<file path="config.mk">
export PLATFORM = sky130hd
export DESIGN_NAME = decode_scoreboard_issue
export DESIGN_NICKNAME = d
export VERILOG_FILES = /design/src/rtl/decode_pkg.sv /design/src/rtl/wb_bypass_mux.sv /design/src/rtl/decode_scoreboard_issue.sv
export SDC_FILE = /design/constraint.sdc
export NUM_CORES = 1
export LEC_CHECK = 0
export CORE_MARGIN = 5
export CORE_UTILIZATION = 51
export CTS_CLUSTER_SIZE = 8
export DETAILED_ROUTE_END_ITERATION = 8
export DONT_BUFFER_PORTS = 1
export PLACE_DENSITY = 0.68
export SLEW_MARGIN = 15
export SYNTH_ARGS = -nofsm -noshare
export SYNTH_HDL_FRONTEND = slang
export SYNTH_SLANG_ARGS = --single-unit
</file>
<file path="constraint.sdc">
create_clock -name I_CLOCK -period 12.17 [get_ports I_CLOCK]
set_input_delay 2.434 -clock I_CLOCK [delete_from_list [all_inputs] [get_ports I_CLOCK]]
set_output_delay 2.434 -clock I_CLOCK [all_outputs]
set_load 0.005 [all_outputs]
</file>
<file path="src/rtl/decode_pkg.sv">
// rtl/decode_pkg.sv - shared constants for the decode/scoreboard/issue stage
package decode_pkg;

  localparam int DEF_NUM_REGS      = 16;
  localparam int DEF_REG_WIDTH     = 16;
  localparam int DEF_NUM_WB        = 2;
  localparam int DEF_PAYLOAD_WIDTH = 40;

  // Condition code encodings {N,Z,P}
  localparam logic [2:0] CC_N = 3'b100;
  localparam logic [2:0] CC_Z = 3'b010;
  localparam logic [2:0] CC_P = 3'b001;

  // Sideband payload field layout
  localparam int PAY_PC_LSB  = 0;
  localparam int PAY_PC_W    = 16;
  localparam int PAY_OPC_LSB = 16;
  localparam int PAY_OPC_W   = 8;
  localparam int PAY_IMM_LSB = 24;
  localparam int PAY_IMM_W   = 16;

endpackage

</file>
<file path="src/rtl/wb_bypass_mux.sv">
// rtl/wb_bypass_mux.sv - writeback hit detection and bypass data select for one read index
module wb_bypass_mux #(
  parameter int IDX_W     = 4,
  parameter int REG_WIDTH = 16,
  parameter int NUM_WB    = 2
) (
  input  logic [IDX_W-1:0]            i_rd_idx,
  input  logic [NUM_WB-1:0]           i_wb_enable,
  input  logic [NUM_WB*IDX_W-1:0]     i_wb_idx,
  input  logic [NUM_WB*REG_WIDTH-1:0] i_wb_data,
  output logic                        o_hit,
  output logic [REG_WIDTH-1:0]        o_data
);

  // Scan ports in ascending order so the highest-numbered matching port wins
  always_comb begin
    o_hit  = 1'b0;
    o_data = '0;
    for (int k = 0; k < NUM_WB; k++) begin
      if (i_wb_enable[k] && (i_wb_idx[k*IDX_W +: IDX_W] == i_rd_idx)) begin
        o_hit  = 1'b1;
        o_data = i_wb_data[k*REG_WIDTH +: REG_WIDTH];
      end
    end
  end

endmodule

</file>
<file path="src/rtl/decode_scoreboard_issue.sv">
// rtl/decode_scoreboard_issue.sv - register file, pending scoreboard, hazard check and issue register
module decode_scoreboard_issue
  import decode_pkg::*;
#(
  parameter int  NUM_REGS      = DEF_NUM_REGS,
  parameter int  REG_WIDTH     = DEF_REG_WIDTH,
  parameter int  NUM_WB        = DEF_NUM_WB,
  parameter int  PAYLOAD_WIDTH = DEF_PAYLOAD_WIDTH,
  localparam int IDX_W         = $clog2(NUM_REGS)
) (
  input  logic                        I_CLOCK,
  input  logic                        I_RESET,
  input  logic                        I_Valid,
  output logic                        O_InReady,
  input  logic [IDX_W-1:0]            I_Src1Idx,
  input  logic                        I_Src1Use,
  input  logic [IDX_W-1:0]            I_Src2Idx,
  input  logic                        I_Src2Use,
  input  logic [IDX_W-1:0]            I_DestIdx,
  input  logic                        I_DestWrite,
  input  logic [PAYLOAD_WIDTH-1:0]    I_Payload,
  input  logic [NUM_WB-1:0]           I_WbEnable,
  input  logic [NUM_WB*IDX_W-1:0]     I_WbIdx,
  input  logic [NUM_WB*REG_WIDTH-1:0] I_WbData,
  input  logic                        I_Flush,
  output logic                        O_Valid,
  input  logic                        I_Ready,
  output logic [REG_WIDTH-1:0]        O_Src1Value,
  output logic [REG_WIDTH-1:0]        O_Src2Value,
  output logic [IDX_W-1:0]            O_DestIdx,
  output logic                        O_DestWrite,
  output logic [PAYLOAD_WIDTH-1:0]    O_Payload,
  output logic [2:0]                  O_CC,
  output logic                        O_DepStall,
  output logic [NUM_REGS-1:0]         O_PendingMask
);

  logic [REG_WIDTH-1:0]     r_rf [NUM_REGS];
  logic [NUM_REGS-1:0]      r_pending;
  logic [2:0]               r_cc;
  logic                     r_valid;
  logic [REG_WIDTH-1:0]     r_src1;
  logic [REG_WIDTH-1:0]     r_src2;
  logic [IDX_W-1:0]         r_dest_idx;
  logic                     r_dest_write;
  logic [PAYLOAD_WIDTH-1:0] r_payload;

  logic                     w_src1_hit;
  logic                     w_src2_hit;
  logic                     w_dest_hit;
  logic [REG_WIDTH-1:0]     w_src1_wb;
  logic [REG_WIDTH-1:0]     w_src2_wb;
  logic [REG_WIDTH-1:0]     w_dest_wb_unused;
  logic [REG_WIDTH-1:0]     w_src1_value;
  logic [REG_WIDTH-1:0]     w_src2_value;
  logic                     w_src1_busy;
  logic                     w_src2_busy;
  logic                     w_dest_busy;
  logic                     w_dep_stall;
  logic                     w_accept;
  logic [NUM_REGS-1:0]      w_pending_next;
  logic [2:0]               w_cc_next;
  logic [REG_WIDTH-1:0]     w_wb_word;

  wb_bypass_mux #(.IDX_W(IDX_W), .REG_WIDTH(REG_WIDTH), .NUM_WB(NUM_WB)) u_byp_src1 (
    .i_rd_idx    (I_Src1Idx),
    .i_wb_enable (I_WbEnable),
    .i_wb_idx    (I_WbIdx),
    .i_wb_data   (I_WbData),
    .o_hit       (w_src1_hit),
    .o_data      (w_src1_wb)
  );

  wb_bypass_mux #(.IDX_W(IDX_W), .REG_WIDTH(REG_WIDTH), .NUM_WB(NUM_WB)) u_byp_src2 (
    .i_rd_idx    (I_Src2Idx),
    .i_wb_enable (I_WbEnable),
    .i_wb_idx    (I_WbIdx),
    .i_wb_data   (I_WbData),
    .o_hit       (w_src2_hit),
    .o_data      (w_src2_wb)
  );

  // Only the hit flag matters for the destination; its data output is left dangling
  wb_bypass_mux #(.IDX_W(IDX_W), .REG_WIDTH(REG_WIDTH), .NUM_WB(NUM_WB)) u_byp_dest (
    .i_rd_idx    (I_DestIdx),
    .i_wb_enable (I_WbEnable),
    .i_wb_idx    (I_WbIdx),
    .i_wb_data   (I_WbData),
    .o_hit       (w_dest_hit),
    .o_data      (w_dest_wb_unused)
  );

  assign w_src1_value = w_src1_hit ? w_src1_wb : r_rf[I_Src1Idx];
  assign w_src2_value = w_src2_hit ? w_src2_wb : r_rf[I_Src2Idx];

  // A pending register is only a hazard if no writeback resolves it this cycle
  assign w_src1_busy = I_Src1Use   && r_pending[I_Src1Idx] && !w_src1_hit;
  assign w_src2_busy = I_Src2Use   && r_pending[I_Src2Idx] && !w_src2_hit;
  assign w_dest_busy = I_DestWrite && r_pending[I_DestIdx] && !w_dest_hit;
  assign w_dep_stall = I_Valid && (w_src1_busy || w_src2_busy || w_dest_busy);
  assign w_accept    = I_Valid && !w_dep_stall && !I_Flush && (!r_valid || I_Ready);

  // Scoreboard next state: writeback clears, flush repair, then accept set wins
  always_comb begin
    w_pending_next = r_pending;
    for (int k = 0; k < NUM_WB; k++) begin
      if (I_WbEnable[k]) begin
        w_pending_next[I_WbIdx[k*IDX_W +: IDX_W]] = 1'b0;
      end
    end
    if (I_Flush && r_valid && r_dest_write) begin
      w_pending_next[r_dest_idx] = 1'b0;
    end
    if (w_accept && I_DestWrite) begin
      w_pending_next[I_DestIdx] = 1'b1;
    end
  end

  // Condition code follows the highest-numbered enabled writeback port
  always_comb begin
    w_cc_next = r_cc;
    w_wb_word = '0;
    for (int k = 0; k < NUM_WB; k++) begin
      if (I_WbEnable[k]) begin
        w_wb_word = I_WbData[k*REG_WIDTH +: REG_WIDTH];
        if (w_wb_word[REG_WIDTH-1]) begin
          w_cc_next = CC_N;
        end else if (w_wb_word == '0) begin
          w_cc_next = CC_Z;
        end else begin
          w_cc_next = CC_P;
        end
      end
    end
  end

  // Register file writes; later ports overwrite earlier ones on an index clash
  always_ff @(posedge I_CLOCK or posedge I_RESET) begin
    if (I_RESET) begin
      for (int i = 0; i < NUM_REGS; i++) begin
        r_rf[i] <= '0;
      end
    end else begin
      for (int k = 0; k < NUM_WB; k++) begin
        if (I_WbEnable[k]) begin
          r_rf[I_WbIdx[k*IDX_W +: IDX_W]] <= I_WbData[k*REG_WIDTH +: REG_WIDTH];
        end
      end
    end
  end

  // Scoreboard and condition code state
  always_ff @(posedge I_CLOCK or posedge I_RESET) begin
    if (I_RESET) begin
      r_pending <= '0;
      r_cc      <= 3'b000;
    end else begin
      r_pending <= w_pending_next;
      r_cc      <= w_cc_next;
    end
  end

  // Issue register toward execute; flush beats both accept and drain
  always_ff @(posedge I_CLOCK or posedge I_RESET) begin
    if (I_RESET) begin
      r_valid      <= 1'b0;
      r_src1       <= '0;
      r_src2       <= '0;
      r_dest_idx   <= '0;
      r_dest_write <= 1'b0;
      r_payload    <= '0;
    end else if (I_Flush) begin
      r_valid <= 1'b0;
    end else if (w_accept) begin
      r_valid      <= 1'b1;
      r_src1       <= w_src1_value;
      r_src2       <= w_src2_value;
      r_dest_idx   <= I_DestIdx;
      r_dest_write <= I_DestWrite;
      r_payload    <= I_Payload;
    end else if (r_valid && I_Ready) begin
      r_valid <= 1'b0;
    end
  end

  assign O_InReady     = w_accept;
  assign O_DepStall    = w_dep_stall;
  assign O_Valid       = r_valid;
  assign O_Src1Value   = r_src1;
  assign O_Src2Value   = r_src2;
  assign O_DestIdx     = r_dest_idx;
  assign O_DestWrite   = r_dest_write;
  assign O_Payload     = r_payload;
  assign O_CC          = r_cc;
  assign O_PendingMask = r_pending;

endmodule
</file>
==> impl_metrics.ini, run 1 <==
[outcome]
status = finished clean

[route]
route.detailed.drc = 0
final_wirelength_um = 70900
drt_pass1_iterations = 6
detailedRoute.firstIterationViolations = 2251
post_detailed_route_count_of_antenna_violating_nets = 0
viasPerCell = 6.88
post_drt_wl_per_cell_um = 29.7
vias = 16400

[clocking]
cts.sinks = 353
clkLatencyLatePin_ns = 0.60
cts_tree = built
h-tree-depth = 2
cell_at_the_root_of_the_clock_tree = clkbuf_16
cts_made_buffers = 50
cts_max_path_buffers = 3
cts_post_setup_buffers_inserted = 0
cts_hold_buffers = 0
post_cts_resize_count = 0
cts.clk_slew.worst_paths_ns = 0.05

[floorplan]
chipHeight_um = 214
design.core.area_mm2 = 0.0409
initial_utilization_pct = 51.7
die-width_um = 214
pin_count = 201
row_count = 74
design.die.area_mm2 = 0.0457

[final_layout]
antenna-diode-count = 0
flow.area_growth_from_synthesis_pct = 6.93
final_area_mm2 = 0.0226
end_of_flow_core_utilization_pct = 55.3
fin_cells = 2389
num-nets-final = 1956
ratio_of_cells_with_drive_above_1_in_the_final_layout_pct = 17.7

[timing]
period_minus_slack_ns = 6.97
maxClockFrequency_mhz = 143
hold_viol = 0
worst_slew_margin_rel_pct = 11.6
final.period_utilization_pct = 57.3
layout_setup_ws_ns = 5.20
worstMarginPinSlew_ns = 1.33
fin_skew_ns = 0.0237
fin_setup_tns_ns = 0
finalMaxSlewViolations = 0
setup-violations-final = 0
grt_setup_unrepaired = false

[global_route]
globalRouteTotalUtil_pct = 30.4
antenna_violations_before_repair = 0
grt_pass1_wl_um = 104000
grt.overflow.total = 0
vias_in_the_first_global_route = 16100
largest_net_degree_at_the_start_of_global_routing = 150

[critical_path]
worst_setup_path_start_kind = input port
critPathCaptureType = primary output
path_max_fanout = 33
worstPathArrival_ns = 4.54
setup.worst_path.class = input port to primary output
critPathRequiredTime_ns = 9.74

[yosys]
postSynthAreaPerCell_um2 = 10.7
postSynthNetCount = 2087
yosysSeqAreaShare_pct = 41.8
yosysUniqueCellTypes = 43
ys_warn_count = 0
total_standard_cell_area_after_synthesis_mm2 = 0.0212
post_synth_inst_count = 1985
ys_ff_latch = 353

[place]
pre_cts_slack_ns = 5.20
postPlaceCellArea_mm2 = 0.0213
weighted_congestion_at_the_end_of_routability_driven_global_placement = 0.952
hpwlAfterDp_um = 44000
dpl.cell_count = 2334
port-buffer-count = 0

[hold_path]
timing.hold.worst.class = flop to flop

[power_and_ir_drop]
clkPwrFrac_pct = 32.3
power.leakage_nw = 9.39
pwr-share-comb_pct = 21.6
power_per_cell_area_mw_per_mm2 = 170
swShare_pct = 29.6
total_switching_power_mw = 1.14
vdd_drop_max_v = 0.000121
cellInternalPower_mw = 2.71
p_seq_share_pct = 46.1

[flow_run]
max_cap_violation_count = 0
-- kinds of logic (layout without fill, tap and decap cells) --
| logic type | Yosys count | count (layout) | share of synthesized area, % |
|---|---|---|---|
| buffers and inverters | 233 | 105 | 4.51 |
| AND/OR/NAND/NOR | 454 | 454 | 9.51 |
| multiplexers | 477 | 477 | 31.8 |
| AO/OA/AOI/OAI | 444 | 444 | 11.4 |
| XOR/XNOR | 24 | 24 | 0.994 |
| flip-flops | 353 | 353 | 41.8 |
-- flip-flops by register name (all words and copies together) (netlist names) --
| register | count |
|---|---|
| O_Payload | 40 |
| O_PendingMask | 16 |
| r_rf | 256 |
| O_Src1Value | 16 |
| O_CC | 3 |
| O_DestIdx | 4 |
| O_Valid | 1 |
| O_DestWrite | 1 |
| O_Src2Value | 16 |
-- cell usage in the layout (no fill, tap or decap), types with 45 or more instances in the layout --
master,count
nor2_1,209
clkbuf_16,51
a22oi_1,62
mux2i_1,260
a21oi_1,256
buf_4,46
mux4_2,140
o21ai_0,116
mux2_2,45
nand2_1,129
dfrtp_1,353
-- power groups by stage --
stage / Clock [mW] / Sequential (mW) / Combinational, mW
2_1_floorplan: 0 / 1.67 / 0.731
4_1_cts: 1.26 / 1.77 / 0.826
3_5_place_dp: 0 / 1.78 / 0.822
3_3_place_gp: 0 / 1.76 / 0.795
6_report: 1.24 / 1.77 / 0.833
5_1_grt: 1.31 / 1.81 / 0.901
-- layer usage --
layer | global-route usage [%] | share of wire (%) | vias to the layer above | wire, um
met5 | 0 | 0 | - | 0
met2 | 48.4 | 47 | 1141 | 33200
li1 | - | - | 6945 | -
met1 | 40.3 | 37 | 8135 | 26300
met4 | 14.3 | 5.0 | 0 | 3570
met3 | 6.41 | 11 | 224 | 7730
-- cell type report --
type                            instances  area, um^2
Tap cell                              532         666
Sequential cell                       353        8830
Timing Repair Buffer                   47         365
Fill cell                            3474       18300
Multi-Input combinational cell       1399       11400
Inverter                                3        15.0
Clock buffer                           52        1280
Clock inverter                          3        37.5
-- synthesized netlist by cell type (all sizes together) --
library cell  instances  share of area, %
nor4bb                1             0.047
mux2i               260                12
and4                  2             0.083
a311oi                1             0.041
inv                   3             0.053
nand3                25              0.59
nor2b                18              0.53
buf                  68               1.6
a211oi                2             0.095
nand3b                2             0.071
nor3                  7              0.17
dfrtp               353                42
and3b                 1             0.041
nand4b               15              0.65
clkbuf              162               2.9
nor3b                 3              0.11
and3                  5              0.15
a31oi                 2             0.059
mux4                140                15
o21ai               116               2.7
o41ai                 1             0.041
xnor2                 6              0.25
mux2                 77               4.6
nand2               129               2.3
xor2                 18              0.75
nor2                213               3.8
nand2b                3             0.089
nor4                 12              0.38
a22oi                62               2.2
a221oi                1             0.041
a21oi               256               6.1
and2                  8              0.24
o211ai                1             0.035
a22o                  2             0.083
nand4                10              0.30
-- final timing paths --
check | from | endpoint | slack (ns) | cells after the start
max in group asynchronous | I_RESET | O_Payload[36] | 7.81 | 4
max reg2reg | O_PendingMask[0] | O_Src1Value[15] | 8.70 | 8
min in group asynchronous | I_RESET | r_rf[224] | 1.92 | 2
min | O_Payload[18] | O_Payload[18] | 0.53 | 1
max | I_WbIdx[2] | O_InReady | 5.20 | 7
min reg2reg | O_Payload[18] | O_Payload[18] | 0.53 | 1
-- metrics by stage --
stage	hold slack, ns	total power, mW
after floorplan	0.489	2.40
after global placement	0.527	2.56
after detailed placement	0.525	2.60
after CTS	0.539	3.85
after global routing	0.549	4.01
final	0.535	3.85
-- worst max-delay path, stage by stage --
cell,delay (ns)
xor2_1,0.16
nor4_4,0.26
buf_4,0.40
and3b_1,0.24
a211oi_2,0.38
nand4b_4,0.47
inv_1,0.19
No activity file was read; power rests on OpenSTA's default activity.
==> inputs of run 2 (changes only) <==
==> constraint.sdc (replaced) <==
create_clock -name I_CLOCK -period 6.4 [get_ports I_CLOCK]
set_input_delay 1.28 -clock I_CLOCK [delete_from_list [all_inputs] [get_ports I_CLOCK]]
set_output_delay 1.28 -clock I_CLOCK [all_outputs]
set_load 0.005 [all_outputs]
==> run 2 against run 1 <==
Compared with the run above: highest routed layer unchanged; first-iteration DRC count fell by 4.7%; total power is 89% higher; register-to-register slack lost 5.9 ns; worst setup slack worse by 3.6 ns; critical path type unchanged; sequential cell count stayed put; largest cell class unchanged.
==> impl_metrics.ini, run 2 (synthesis results as in run 1) <==
[power_and_ir_drop]
power_per_cell_area_mw_per_mm2 = 322
pwr-share-comb_pct = 21.6
cellInternalPower_mw = 5.13
vdd_drop_max_v = 0.000196
clkPwrFrac_pct = 32.2
swShare_pct = 29.6
total_switching_power_mw = 2.15
p_seq_share_pct = 46.2
power.leakage_nw = 9.39

[place]
postPlaceCellArea_mm2 = 0.0213
dpl.cell_count = 2334
weighted_congestion_at_the_end_of_routability_driven_global_placement = 0.904
hpwlAfterDp_um = 43800
pre_cts_slack_ns = 1.57
port-buffer-count = 0

[global_route]
globalRouteTotalUtil_pct = 29.9
grt.overflow.total = 0
antenna_violations_before_repair = 0
vias_in_the_first_global_route = 16000
largest_net_degree_at_the_start_of_global_routing = 182
grt_pass1_wl_um = 103000

[outcome]
status = finished clean

[critical_path]
worst_setup_path_start_kind = input port
worstPathArrival_ns = 3.56
critPathCaptureType = primary output
worstPathBufferInverterCount = 2
setup.worst_path.class = input port to primary output
path_cells = xor2_1 > nor4_4 > buf_4 > and3b_1 > a211oi_2 > nand4b_4 > inv_1
critical_path.max_stage_delay_ns = 0.56
path_max_fanout = 37
crit_path_top_delay_cell = nand4b_4
critPathRequiredTime_ns = 5.12
timing.critical_path.max_delay_family = simple AND/OR/NAND/NOR gates

[final_layout]
fin_cells = 2388
antenna-diode-count = 0
final_cell_mix = 353 x dfrtp_1, 260 x mux2i_1, 256 x a21oi_1, 209 x nor2_1, 140 x mux4_2
top_register = r_rf
ratio_of_cells_with_drive_above_1_in_the_final_layout_pct = 17.7
largest_register_ffs = 256
num-nets-final = 1956
fillerInstances = 3425
final_area_mm2 = 0.0226
flow.area_growth_from_synthesis_pct = 6.87
most_common_cell_after_layout_fill_and_taps_aside = dfrtp_1

[clocking]
cts.clk_slew.worst_paths_ns = 0.05
cts_made_buffers = 50
cell_at_the_root_of_the_clock_tree = clkbuf_16
cts_max_path_buffers = 3
clkLatencyLatePin_ns = 0.60
h-tree-depth = 2
post_cts_resize_count = 0
cts_tree = built
cts.sinks = 353
cts_post_setup_buffers_inserted = 0
cts_hold_buffers = 0

[timing]
final.period_utilization_pct = 75.6
worstMarginPinSlew_ns = 1.18
maxClockFrequency_mhz = 207
worst_slew_margin_rel_pct = 20.7
grt_setup_unrepaired = false
finalMaxSlewViolations = 0
layout_setup_ws_ns = 1.56
setup-violations-final = 0
worst_hold_slack_ns = 0.536
period_minus_slack_ns = 4.84
fin_skew_ns = 0.0310
hold_viol = 0
fin_setup_tns_ns = 0

[hold_path]
timing.hold.worst.class = flop to flop

[route]
vias = 16300
viasPerCell = 6.81
post_detailed_route_count_of_antenna_violating_nets = 0
final_wirelength_um = 69700
drt_pass1_iterations = 6
route.detailed.drc = 0
post_drt_wl_per_cell_um = 29.2
detailedRoute.firstIterationViolations = 2146

[floorplan]
die-width_um = 214
row_count = 74
design.die.area_mm2 = 0.0457
design.core.area_mm2 = 0.0409
pin_count = 201
initial_utilization_pct = 51.7
chipHeight_um = 214

[flow_run]
max_cap_violation_count = 0
run 2: cell count changes in the layout (fill, tap and decap cells not counted), sizes merged:
cell	previous run	this run
clkbuf	52	51
clkinv	1	2
inv	4	3
run 2: final timing paths:
kind,start,to,slack (ns),cells after the start
min,O_Payload[17],O_Payload[17],0.54,1
min reg2reg,O_Payload[17],O_Payload[17],0.54,1
max,I_WbIdx[2],O_InReady,1.56,7
min in group asynchronous,I_RESET,r_rf[81],0.59,1
max in group asynchronous,I_RESET,r_rf[45],4.36,2
max reg2reg,O_PendingMask[1],O_Src1Value[15],2.85,8
run 2: layer usage:
layer / wire length (um) / global-route usage (%) / up-vias
met5: 0 / 0 / -
met4: 3600 / 14.2 / 0
met3: 7450 / 7.45 / 204
met2: 32500 / 46.5 / 1001
met1: 26200 / 39.9 / 8115
li1: - / - / 6941
run 2: final cells by class:
class / instances / area [um^2] / area share, %
clock buffers: 51 / 1250 / 5.55
clock inverters: 3 / 45.0 / 0.199
inverters: 3 / 15.0 / 0.0664
multi-input cells: 1399 / 11400 / 50.6
flip-flops and latches: 353 / 8830 / 39.1
well taps: 532 / 666 / 2.94
repair buffers: 47 / 365 / 1.62
run 2: power groups by stage:
stage | Clock [mW] | Combinational, mW | Sequential, mW
final | 2.34 | 1.57 | 3.36
after global routing | 2.46 | 1.71 | 3.43
after CTS | 2.37 | 1.57 | 3.35
after detailed placement | 0 | 1.56 | 3.38
after global placement | 0 | 1.50 | 3.34
after floorplan | 0 | 1.39 | 3.17
run 2: per-stage QoR:
step	utilization (%)	power, mW
floorplan	-	4.56
global placement	52.1	4.84
detailed placement	52.1	4.94
CTS	55.2	7.29
global route	55.2	7.60
finish	55.2	7.28
==> inputs of run 3 (changes only) <==
--- a/config.mk
+++ b/config.mk
@@ -10,7 +10,7 @@
 export CTS_CLUSTER_SIZE = 8
 export DETAILED_ROUTE_END_ITERATION = 8
 export DONT_BUFFER_PORTS = 1
-export PLACE_DENSITY = 0.68
+export PLACE_DENSITY = 0.65
 export SLEW_MARGIN = 15
 export SYNTH_ARGS = -nofsm -noshare
 export SYNTH_HDL_FRONTEND = slang
==> constraint.sdc (replaced) <==
create_clock -name I_CLOCK -period 5 [get_ports I_CLOCK]
set_input_delay 1 -clock I_CLOCK [delete_from_list [all_inputs] [get_ports I_CLOCK]]
set_output_delay 1 -clock I_CLOCK [all_outputs]
set_load 0.005 [all_outputs]
==> run 3 against run 2 <==
Compared with the run above: register-to-register slack got worse by 0.66 ns; hold slack got worse by 0.051 ns; total power rose by 29%; largest cell class unchanged; sequential share of layout area fell by 0.067 points; combinational power rose by 27%; non-clock buffer count fell by 2; sequential power rose by 28%; critical path type unchanged; clock skew fell by 0.0047 ns; critical endpoint unchanged; global-route usage barely moved.
==> impl_metrics.ini, run 3 (synthesis results as in run 1) <==
[outcome]
status = finished clean

[flow_run]
max_cap_violation_count = 0

[critical_path]
worstPathBufferInverterCount = 2
crit_path_top_delay_cell = a211oi_2
critPathCaptureType = primary output
crit_cells = 7
reg2regPathDepth = 8
path_max_fanout = 33
path_cells = xor2_1 > nor4_2 > buf_4 > nor4bb_1 > a211oi_2 > nand4b_4 > inv_1
critical_path.max_stage_delay_ns = 0.42
setup.worst_path.class = input port to primary output
critPathRequiredTime_ns = 4.00
timing.critical_path.max_delay_family = simple AND/OR/NAND/NOR gates
worst_setup_path_start_kind = input port
worstPathArrival_ns = 2.66

[global_route]
vias_in_the_first_global_route = 16100
grt.overflow.total = 0
largest_net_degree_at_the_start_of_global_routing = 162
antenna_violations_before_repair = 0
grt_pass1_wl_um = 103000
globalRouteTotalUtil_pct = 30.0

[route]
route.detailed.drc = 0
drt_pass1_iterations = 5
viasPerCell = 6.71
post_detailed_route_count_of_antenna_violating_nets = 0
post_drt_wl_per_cell_um = 29.1
vias = 16000
final_wirelength_um = 69500
detailedRoute.firstIterationViolations = 1773

[hold_path]
timing.hold.worst.class = input port to async pin

[clocking]
cts_made_buffers = 50
cts_post_setup_buffers_inserted = 0
cts.clk_slew.worst_paths_ns = 0.05
cts_max_path_buffers = 3
clkLatencyLatePin_ns = 0.60
post_cts_resize_count = 0
cell_at_the_root_of_the_clock_tree = clkbuf_16
cts_hold_buffers = 0
cts_tree = built
h-tree-depth = 2
cts.sinks = 353

[final_layout]
num-nets-final = 1954
most_common_cell_after_layout_fill_and_taps_aside = dfrtp_1
flow.area_growth_from_synthesis_pct = 7.06
largest_register_ffs = 256
ratio_of_cells_with_drive_above_1_in_the_final_layout_pct = 17.7
fin_cells = 2388
antenna-diode-count = 0
final_cell_mix = 353 x dfrtp_1, 260 x mux2i_1, 256 x a21oi_1, 208 x nor2_1, 140 x mux4_2
top_register = r_rf

[timing]
fin_skew_ns = 0.0263
worst_slew_margin_rel_pct = 23.1
worst_hold_slack_ns = 0.484
setup-violations-final = 0
period_minus_slack_ns = 3.66
finalMaxSlewViolations = 0
hold_viol = 0
fin_setup_tns_ns = 0
maxClockFrequency_mhz = 274
layout_setup_ws_ns = 1.34
grt_setup_unrepaired = false
worstMarginPinSlew_ns = 1.15
final.period_utilization_pct = 73.1

[power_and_ir_drop]
clkPwrFrac_pct = 32.8
total_power_mw = 9.36
cellInternalPower_mw = 6.63
vdd_drop_max_v = 0.000308
pwr-share-comb_pct = 21.4
power.leakage_nw = 9.40
power_per_cell_area_mw_per_mm2 = 413
swShare_pct = 29.1
p_seq_share_pct = 45.8
total_switching_power_mw = 2.73

[place]
pre_cts_slack_ns = 1.39
port-buffer-count = 0
weighted_congestion_at_the_end_of_routability_driven_global_placement = 0.893
dpl.cell_count = 2332
hpwlAfterDp_um = 43700

[floorplan]
row_count = 74
initial_utilization_pct = 51.7
die-width_um = 214
pin_count = 201
chipHeight_um = 214
design.core.area_mm2 = 0.0409
design.die.area_mm2 = 0.0457
## run 3: path summary, 6_finish.rpt
check,slack [ns],end,start
worst max-delay path,1.34,O_InReady,I_WbIdx[2]
worst min-delay path,0.48,O_DestIdx[3],I_RESET
worst max register to register,2.19,O_Src1Value[15],O_PendingMask[0]
worst min register to register,0.54,O_Src2Value[14],O_Src2Value[14]
max in group asynchronous,3.67,O_DestIdx[1],I_RESET
min in group I_CLOCK,0.53,r_rf[147],I_WbData[19]
## run 3: power groups by stage
stage / clock network (mW) / registers [mW] / logic [mW]
floorplan: 0 / 4.05 / 1.78
global placement: 0 / 4.28 / 1.92
detailed placement: 0 / 4.32 / 1.99
CTS: 3.11 / 4.28 / 1.99
global route: 3.22 / 4.38 / 2.18
finish: 3.07 / 4.29 / 2.00
## run 3: worst register-to-register path: cells and delay by family, from the launching register on
kind | cells | cell delay [ns]
multiplexers | 2 | 0.93
AO/OA/AOI/OAI | 3 | 0.69
flip-flops | 1 | 0.48
AND/OR/NAND/NOR | 2 | 0.30
buffers and inverters | 1 | 0.28
## run 3: routing by layer
| metal | track usage [%] | wire [um] |
|---|---|---|
| met5 | 0 | 0 |
| met4 | 15.1 | 3780 |
| met3 | 5.62 | 6020 |
| met2 | 47.4 | 32800 |
| met1 | 40.0 | 26800 |
## run 3: per-stage QoR
stage	cell area, um^2	utilization (%)
after floorplan	21200	-
after global placement	21300	52.1
after detailed placement	21300	52.1
after CTS	22600	55.3
after global routing	22600	55.3
final	22600	55.3
## run 3: layout make-up
class	count	area, um^2
flip-flops and latches	353	8830
well taps	532	666
clock buffers	52	1270
repair buffers	45	375
multi-input cells	1399	11400
fillers	3523	18300
inverters	3	15.0
clock inverters	4	63.8
